**config.mk**
```make
export PLATFORM = sky130hd
export DESIGN_NAME = instr_fetch_flat
export DESIGN_NICKNAME = d
export VERILOG_FILES = /design/src/rtl/instr_fetch_pkg.sv /design/src/rtl/instr_fetch_if.sv /design/src/rtl/instr_fetch_buf.sv /design/src/rtl/instr_fetch.sv /design/src/flat_wrapper.sv
export SDC_FILE = /design/constraint.sdc
export NUM_CORES = 1
export LEC_CHECK = 0
export ABC_AREA = 1
export CORE_MARGIN = 1
export CORE_UTILIZATION = 45
export CTS_CLUSTER_DIAMETER = 40
export DETAILED_ROUTE_END_ITERATION = 6
export PLACE_DENSITY = 0.74
export SYNTH_ARGS = -nofsm -noshare
export SYNTH_HDL_FRONTEND = slang
export SYNTH_SLANG_ARGS = --single-unit
```
**constraint.sdc**
```tcl
create_clock -name clk -period 4.3 [get_ports clk]
set_input_delay 0.86 -clock clk [delete_from_list [all_inputs] [get_ports clk]]
set_output_delay 0.86 -clock clk [all_outputs]
set_load 0.005 [all_outputs]
```
**src/rtl/instr_fetch_pkg.sv**
```systemverilog
// Shared fetch-stage constants and types: datapath widths, PC step, reset PC,
// the NOP encoding and the {pc, instr} entry carried through the output buffer.
package instr_fetch_pkg;

   localparam int XLEN    = 32;
   localparam int ILEN    = 32;
   localparam int PC_STEP = 4;

   localparam logic [XLEN-1:0] DEFAULT_RESET_PC = 32'h0000_0000;
   localparam logic [ILEN-1:0] NOP_INSTR        = 32'h0000_0013;

   typedef struct packed {
      logic [XLEN-1:0] pc;
      logic [ILEN-1:0] instr;
   } fetch_entry_t;

   function automatic logic [XLEN-1:0] pc_next(input logic [XLEN-1:0] pc);
      return pc + XLEN'(PC_STEP);
   endfunction

endpackage

```
**src/rtl/instr_fetch_if.sv**
```systemverilog
// Fetch-stage bus bundle: instruction-memory read port, redirect input and
// the {instr, pc} valid/ready handshake towards decode.
interface instr_fetch_if;
   import instr_fetch_pkg::*;

   logic            imem_re;
   logic [XLEN-1:0] imem_a;
   logic [ILEN-1:0] imem_rd;
   logic            redirect_valid;
   logic [XLEN-1:0] redirect_pc;
   logic            if_valid;
   logic            if_ready;
   logic [ILEN-1:0] if_instr;
   logic [XLEN-1:0] if_pc;

   modport master (
      output imem_re, imem_a, if_valid, if_instr, if_pc,
      input  imem_rd, redirect_valid, redirect_pc, if_ready
   );

   modport slave (
      input  imem_re, imem_a, if_valid, if_instr, if_pc,
      output imem_rd, redirect_valid, redirect_pc, if_ready
   );

endinterface

```
**src/rtl/instr_fetch_buf.sv**
```systemverilog
// fetch_buf: synchronous DEPTH-entry FIFO of {pc, instr} with push, pop and
// flush; the head is read straight out of the storage registers.
module fetch_buf
   import instr_fetch_pkg::*;
#(
   parameter int DEPTH = 2
) (
   input  logic                       clk,
   input  logic                       rst,
   input  logic                       push,
   input  fetch_entry_t               push_data,
   input  logic                       pop,
   input  logic                       flush,
   output logic [$clog2(DEPTH):0]     count,
   output fetch_entry_t               head
);

   localparam int AW = $clog2(DEPTH);
   localparam int CW = AW + 1;

   fetch_entry_t   mem_q [DEPTH];
   fetch_entry_t   mem_d [DEPTH];
   logic [AW-1:0]  wr_ptr_q, wr_ptr_d;
   logic [AW-1:0]  rd_ptr_q, rd_ptr_d;
   logic [CW-1:0]  count_q, count_d;

   always_comb begin
      mem_d    = mem_q;
      wr_ptr_d = wr_ptr_q;
      rd_ptr_d = rd_ptr_q;
      count_d  = count_q;
      // flush wins over a same-cycle push/pop so nothing stale survives a redirect
      if (flush) begin
         wr_ptr_d = '0;
         rd_ptr_d = '0;
         count_d  = '0;
      end else begin
         if (push) begin
            mem_d[wr_ptr_q] = push_data;
            wr_ptr_d        = wr_ptr_q + AW'(1);
         end
         if (pop) begin
            rd_ptr_d = rd_ptr_q + AW'(1);
         end
         case ({push, pop})
            2'b10:   count_d = count_q + CW'(1);
            2'b01:   count_d = count_q - CW'(1);
            default: count_d = count_q;
         endcase
      end
   end

   always_ff @(posedge clk) begin
      if (rst) begin
         wr_ptr_q <= '0;
         rd_ptr_q <= '0;
         count_q  <= '0;
      end else begin
         wr_ptr_q <= wr_ptr_d;
         rd_ptr_q <= rd_ptr_d;
         count_q  <= count_d;
      end
   end

   always_ff @(posedge clk) begin
      mem_q <= mem_d;
   end

   always_ff @(posedge clk) begin
      if (!rst && !flush && push && !pop) begin
         assert (count_q < CW'(DEPTH));
      end
   end

   assign count = count_q;
   assign head  = mem_q[rd_ptr_q];

endmodule

```
**src/rtl/instr_fetch.sv**
```systemverilog
// instr_fetch: PC, credit-gated issue to a 1-cycle instruction memory, redirect
// flush and the output buffer. IF_PERF_EN adds fetch/stall performance counters.
module instr_fetch
   import instr_fetch_pkg::*;
#(
   parameter logic [XLEN-1:0] RESET_PC = DEFAULT_RESET_PC,
   parameter int              DEPTH    = 2
) (
   input  logic               clk,
   input  logic               rst,
   instr_fetch_if.master      fif
`ifdef IF_PERF_EN
   ,
   output logic [31:0]        perf_fetch_cnt,
   output logic [31:0]        perf_stall_cnt
`endif
);

   localparam int CW = $clog2(DEPTH) + 1;

   logic [XLEN-1:0] pc_q, pc_d;
   logic [XLEN-1:0] tag_pc_q, tag_pc_d;
   logic            pending_q, pending_d;

   logic [CW-1:0]   count;
   fetch_entry_t    head;
   fetch_entry_t    push_data;
   logic            issue, push, pop, flush, buf_valid;

   always_comb begin
      flush     = fif.redirect_valid;
      buf_valid = (count != '0) && !rst;
      // an in-flight read already owns a slot, so it counts against the credit
      issue     = !rst && !fif.redirect_valid
                  && (({{(CW-1){1'b0}}, pending_q} + count) < CW'(DEPTH));
      push      = pending_q && !flush;
      pop       = buf_valid && fif.if_ready && !flush;
      push_data = '{pc: tag_pc_q, instr: fif.imem_rd};

      pc_d      = pc_q;
      tag_pc_d  = tag_pc_q;
      pending_d = issue;
      if (flush) begin
         pc_d = fif.redirect_pc;
      end else if (issue) begin
         pc_d     = pc_next(pc_q);
         tag_pc_d = pc_q;
      end

      fif.imem_re  = issue;
      fif.imem_a   = pc_q;
      fif.if_valid = buf_valid;
      fif.if_instr = buf_valid ? head.instr : NOP_INSTR;
      fif.if_pc    = head.pc;
   end

   always_ff @(posedge clk) begin
      if (rst) begin
         pc_q      <= RESET_PC;
         tag_pc_q  <= '0;
         pending_q <= 1'b0;
      end else begin
         pc_q      <= pc_d;
         tag_pc_q  <= tag_pc_d;
         pending_q <= pending_d;
      end
   end

   fetch_buf #(.DEPTH(DEPTH)) u_buf (
      .clk       (clk),
      .rst       (rst),
      .push      (push),
      .push_data (push_data),
      .pop       (pop),
      .flush     (flush),
      .count     (count),
      .head      (head)
   );

`ifdef IF_PERF_EN
   logic [31:0] perf_fetch_q, perf_fetch_d;
   logic [31:0] perf_stall_q, perf_stall_d;

   always_comb begin
      perf_fetch_d = perf_fetch_q + 32'(pop);
      perf_stall_d = perf_stall_q + 32'(buf_valid && !fif.if_ready);
   end

   always_ff @(posedge clk) begin
      if (rst) begin
         perf_fetch_q <= '0;
         perf_stall_q <= '0;
      end else begin
         perf_fetch_q <= perf_fetch_d;
         perf_stall_q <= perf_stall_d;
      end
   end

   assign perf_fetch_cnt = perf_fetch_q;
   assign perf_stall_cnt = perf_stall_q;
`endif

endmodule

```
**src/flat_wrapper.sv**
```systemverilog
// flat-port wrapper written by rule: the top's interface ports become plain ports
module instr_fetch_flat import instr_fetch_pkg::*;
#(
   parameter logic [XLEN-1:0] RESET_PC = DEFAULT_RESET_PC,
   parameter int              DEPTH    = 2
)
  (clk, rst, fif_imem_re, fif_imem_a, fif_if_valid, fif_if_instr, fif_if_pc, fif_imem_rd, fif_redirect_valid, fif_redirect_pc, fif_if_ready);
  instr_fetch_if fif_i ();
  input  logic clk;
  input  logic rst;
  output wire logic [$bits(fif_i.imem_re)-1:0] fif_imem_re;
  output wire logic [$bits(fif_i.imem_a)-1:0] fif_imem_a;
  output wire logic [$bits(fif_i.if_valid)-1:0] fif_if_valid;
  output wire logic [$bits(fif_i.if_instr)-1:0] fif_if_instr;
  output wire logic [$bits(fif_i.if_pc)-1:0] fif_if_pc;
  input wire logic [$bits(fif_i.imem_rd)-1:0] fif_imem_rd;
  input wire logic [$bits(fif_i.redirect_valid)-1:0] fif_redirect_valid;
  input wire logic [$bits(fif_i.redirect_pc)-1:0] fif_redirect_pc;
  input wire logic [$bits(fif_i.if_ready)-1:0] fif_if_ready;
  assign fif_imem_re = fif_i.imem_re;
  assign fif_imem_a = fif_i.imem_a;
  assign fif_if_valid = fif_i.if_valid;
  assign fif_if_instr = fif_i.if_instr;
  assign fif_if_pc = fif_i.if_pc;
  assign fif_i.imem_rd = fif_imem_rd;
  assign fif_i.redirect_valid = fif_redirect_valid;
  assign fif_i.redirect_pc = fif_redirect_pc;
  assign fif_i.if_ready = fif_if_ready;
  instr_fetch #(.RESET_PC(RESET_PC), .DEPTH(DEPTH)) u_core (.clk(clk), .rst(rst), .fif(fif_i));
endmodule
```
==> impl_metrics.env <==
export IMPL_cts_tree="yes"
export IMPL_arrival_ps=2300
export IMPL_p_per_area_nw_per_um2=363
export IMPL_clockBufferDepth=2
export IMPL_slew_headroom_pct=43.5
export IMPL_rsz0062_at_grt="no"
export IMPL_fmax_mhz=316
export IMPL_io_pins=166
export IMPL_crit_slowest_cell="clkdlybuf4s50_1"
export IMPL_path_common_cell="clkdlybuf4s50_1"
export IMPL_grt_pass1_vias=6087
export IMPL_cp_depth=5
export IMPL_synth_fp_nets=1034
export IMPL_cp_end_kind="output port"
export IMPL_synthArstFlopShare_pct=0
export IMPL_drtIter0Drc=374
export IMPL_finalSetupViolCount=0
export IMPL_wire_per_inst_um=14.1
export IMPL_drt_total_wl_um=19100
export IMPL_ys_flop_type="edfxtp_1"
export IMPL_finalPower_mw=3.98
export IMPL_syn_avg_cell_area_um2=8.83
export IMPL_num_antenna_cells=0
export IMPL_vias=6719
export IMPL_coreArea_um2=18300
export IMPL_p_leak_nw=4.45
export IMPL_status="finished clean"
export IMPL_final_nets=1188
export IMPL_min_period_ps=3160
export IMPL_setup_worst_path_end="fif_imem_re"
export IMPL_antenna_found_initial=0
export IMPL_final_hold_viol_count=0
export IMPL_drv_cap=0
export IMPL_cts_buffers=17
export IMPL_clkTransAtPathRegs_ps=70
export IMPL_vias_per_cell=4.94
export IMPL_drive_gt1_share_pct=5.84
export IMPL_synth_top_area_share_pct=45.1
export IMPL_worstRegToRegCells=9
export IMPL_grt_pass1_wl_um=30900
export IMPL_place_gp_congestion=0.912
export IMPL_path_buf_inv=3
export IMPL_r2r_setup_slack_ps=2070
export IMPL_multi_input_area_um2=2740
export IMPL_report_final_slew_viol_count=0
export IMPL_dp_hpwl_um=12800
export IMPL_setup_worst_path_start_class="input port"
export IMPL_first_pass_iters=4
export IMPL_grt_usage_pct=20.2
export IMPL_nFillCells=1556
export IMPL_detail_route_antenna_nets=0
export IMPL_cts_resized=0
export IMPL_floorplan_initialDensity_pct=46.6
export IMPL_port_buffers=165
export IMPL_ys_warn_count=0
export IMPL_synthTopCellsByArea="edfxtp_1 (45%), nand2_1 (17%), dfxtp_1 (16%), inv_1 (4.3%), nor2_1 (3.4%)"
export IMPL_tightest_slew_ps=846
export IMPL_crit_fanout=4
export IMPL_worstSetupPathType="in2out"
export IMPL_synth_cell_type_count=32
export IMPL_critical_path_required_ps=3440
export IMPL_die_w_um=140
export IMPL_syn_cell_area_um2=8520
export IMPL_min_path_type="reg2reg"
export IMPL_regArea_um2=5230
export IMPL_cpPeakStageDelay_ps=560
export IMPL_ys_ff_latch=197
export IMPL_drc=0
export IMPL_r2r_end="u_core.fif.imem_a[6]"
export IMPL_rows=49
export IMPL_clock_sinks=197
export IMPL_synth_area_leader_cell="edfxtp_1"
export IMPL_tns_ps=0
export IMPL_grt_ovfl_total=0
export IMPL_fin_skew_ps=9.59
export IMPL_min_period_over_period_pct=73.5
export IMPL_synth_cells=964
export IMPL_ctsRootBufferMaster="clkbuf_16"
export IMPL_peakVddDrop_v=0.000280
export IMPL_regToRegStartpoint="u_core.u_buf.count[0]"
export IMPL_crit_chain="clkdlybuf4s50_1 > nor2_4 > nand3_2 > inv_2 > clkdlybuf4s50_1"
export IMPL_clk_latency_ps=420
export IMPL_yosysSeqAreaShare_pct=61.4
export IMPL_die_h_um=140
export IMPL_critPathTopFamily="buffers and inverters"
export IMPL_dieArea_um2=19500
export IMPL_cp_startpoint="fif_redirect_valid"
export IMPL_area_delta_synth_final_pct=28.8
export IMPL_grt_max_degree=66
export IMPL_synth_edf_count=128
export IMPL_hold_buffers=0
export IMPL_htreeDepth=4
export IMPL_post_cts_buffers=0
==> cell families after synthesis <==
family	synth area share [%]
AO/OA/AOI/OAI	5.70
XOR/XNOR	0.720
adder cells (fa/ha/maj)	0.294
buffers and inverters	6.67
flip-flops	61.4
AND/OR/NAND/NOR	25.3
==> metrics by stage <==
step / hold slack (ps) / setup WS [ps] / cell area (um2) / std cells / utilization, %
4_1_cts: 458 / 1120 / 11000 / 1360 / 60.0
3_3_place_gp: 432 / 1090 / 10400 / 1328 / 56.8
3_5_place_dp: 437 / 1050 / 10400 / 1328 / 56.8
5_1_grt: 478 / 1030 / 11000 / 1360 / 60.0
6_report: 461 / 1140 / 11000 / 1360 / 60.0
2_1_floorplan: 420 / 759 / 8520 / 964 / -
==> cells in the final DEF, fill, tap and decap left out, types with 3 or more instances in the layout <==
master / synthesis / final
o21a_1: 8 / 8
nand3_1: 42 / 42
o21ai_0: 32 / 32
nand2_1: 380 / 380
nor2_2: 6 / 7
clkdlybuf4s50_1: 0 / 164
a21oi_1: 42 / 42
nor2_1: 78 / 75
dfxtp_1: 69 / 68
inv_8: 0 / 3
nor2_4: 6 / 8
nand3b_1: 8 / 8
clkbuf_16: 0 / 17
buf_4: 1 / 9
a31oi_1: 4 / 4
xor2_1: 5 / 5
inv_6: 0 / 3
clkinvlp_4: 0 / 4
inv_1: 97 / 96
edfxtp_1: 128 / 128
==> worst register-to-register path: stages, from the launching register on <==
cell and delay [ps]:
dfxtp_1 440, nand3_1 130, nand3_2 90, buf_4 480, nand2_1 400, inv_1 310, nand2_1 80, o211ai_1 100
nand2_1 80, inv_1 80
==> Yosys cell counts, types with 2 or more instances <==
cell / number
a21oi_1: 42
ha_1: 2
nand2_1: 380
edfxtp_1: 128
inv_1: 97
a31oi_1: 4
nand2_2: 2
xnor2_1: 2
nor2_1: 78
nor2_4: 6
o21ai_0: 32
buf_1: 4
nor2_2: 6
and2_1: 2
o211ai_1: 2
nand3b_1: 8
clkbuf_1: 20
buf_2: 12
xor2_1: 5
nand3_2: 2
buf_6: 3
o21a_1: 8
nand3_1: 42
dfxtp_1: 69
==> worst min-delay path by stage <==
stage,start,endpoint,slack [ps],cells after the start
2_1_floorplan,u_core.tag_pc_q[5],u_core.u_buf.mem_q[101],420,0
3_3_place_gp,u_core.tag_pc_q[5],u_core.u_buf.mem_q[37],430,0
3_5_place_dp,u_core.tag_pc_q[9],u_core.u_buf.mem_q[41],440,0
5_1_grt,u_core.tag_pc_q[30],u_core.u_buf.mem_q[62],480,0
4_1_cts,u_core.tag_pc_q[9],u_core.u_buf.mem_q[105],460,0
6_report,u_core.tag_pc_q[9],u_core.u_buf.mem_q[105],460,0
==> layer usage <==
layer | share of wire (%) | global-route usage [%]
met3 | 6.2 | 3.58
met5 | 0 | 0
met1 | 46 | 28.4
met2 | 46 | 32.2
met4 | 1.0 | 5.96
==> power breakdown <==
part,switching [mW],internal (mW),total [mW],leakage (nW)
registers,0.0499,2.07,2.12,1.75
clock network,0.733,0.825,1.56,0.278
logic,0.148,0.159,0.307,2.42
total,0.931,3.05,3.98,4.45
==> state kept, by name (all words and copies together) (netlist names) <==
signal and cells:
u_core.u_buf.mem_q 128, u_core.fif.imem_a 32, u_core.tag_pc_q 32, u_core.u_buf.count 2, u_core.pending_q 1, u_core.u_buf.rd_ptr_q 1, u_core.u_buf.wr_ptr_q 1
==> layout make-up <==
type	count	share of cell area (%)
clock buffer	17	3.88
inverter	99	3.39
timing repair buffer	176	16.0
multi-input combinational	627	25.0
tap	229	2.61
clock inverter	15	1.52
sequential	197	47.6
(Power assumes the default switching activity.)
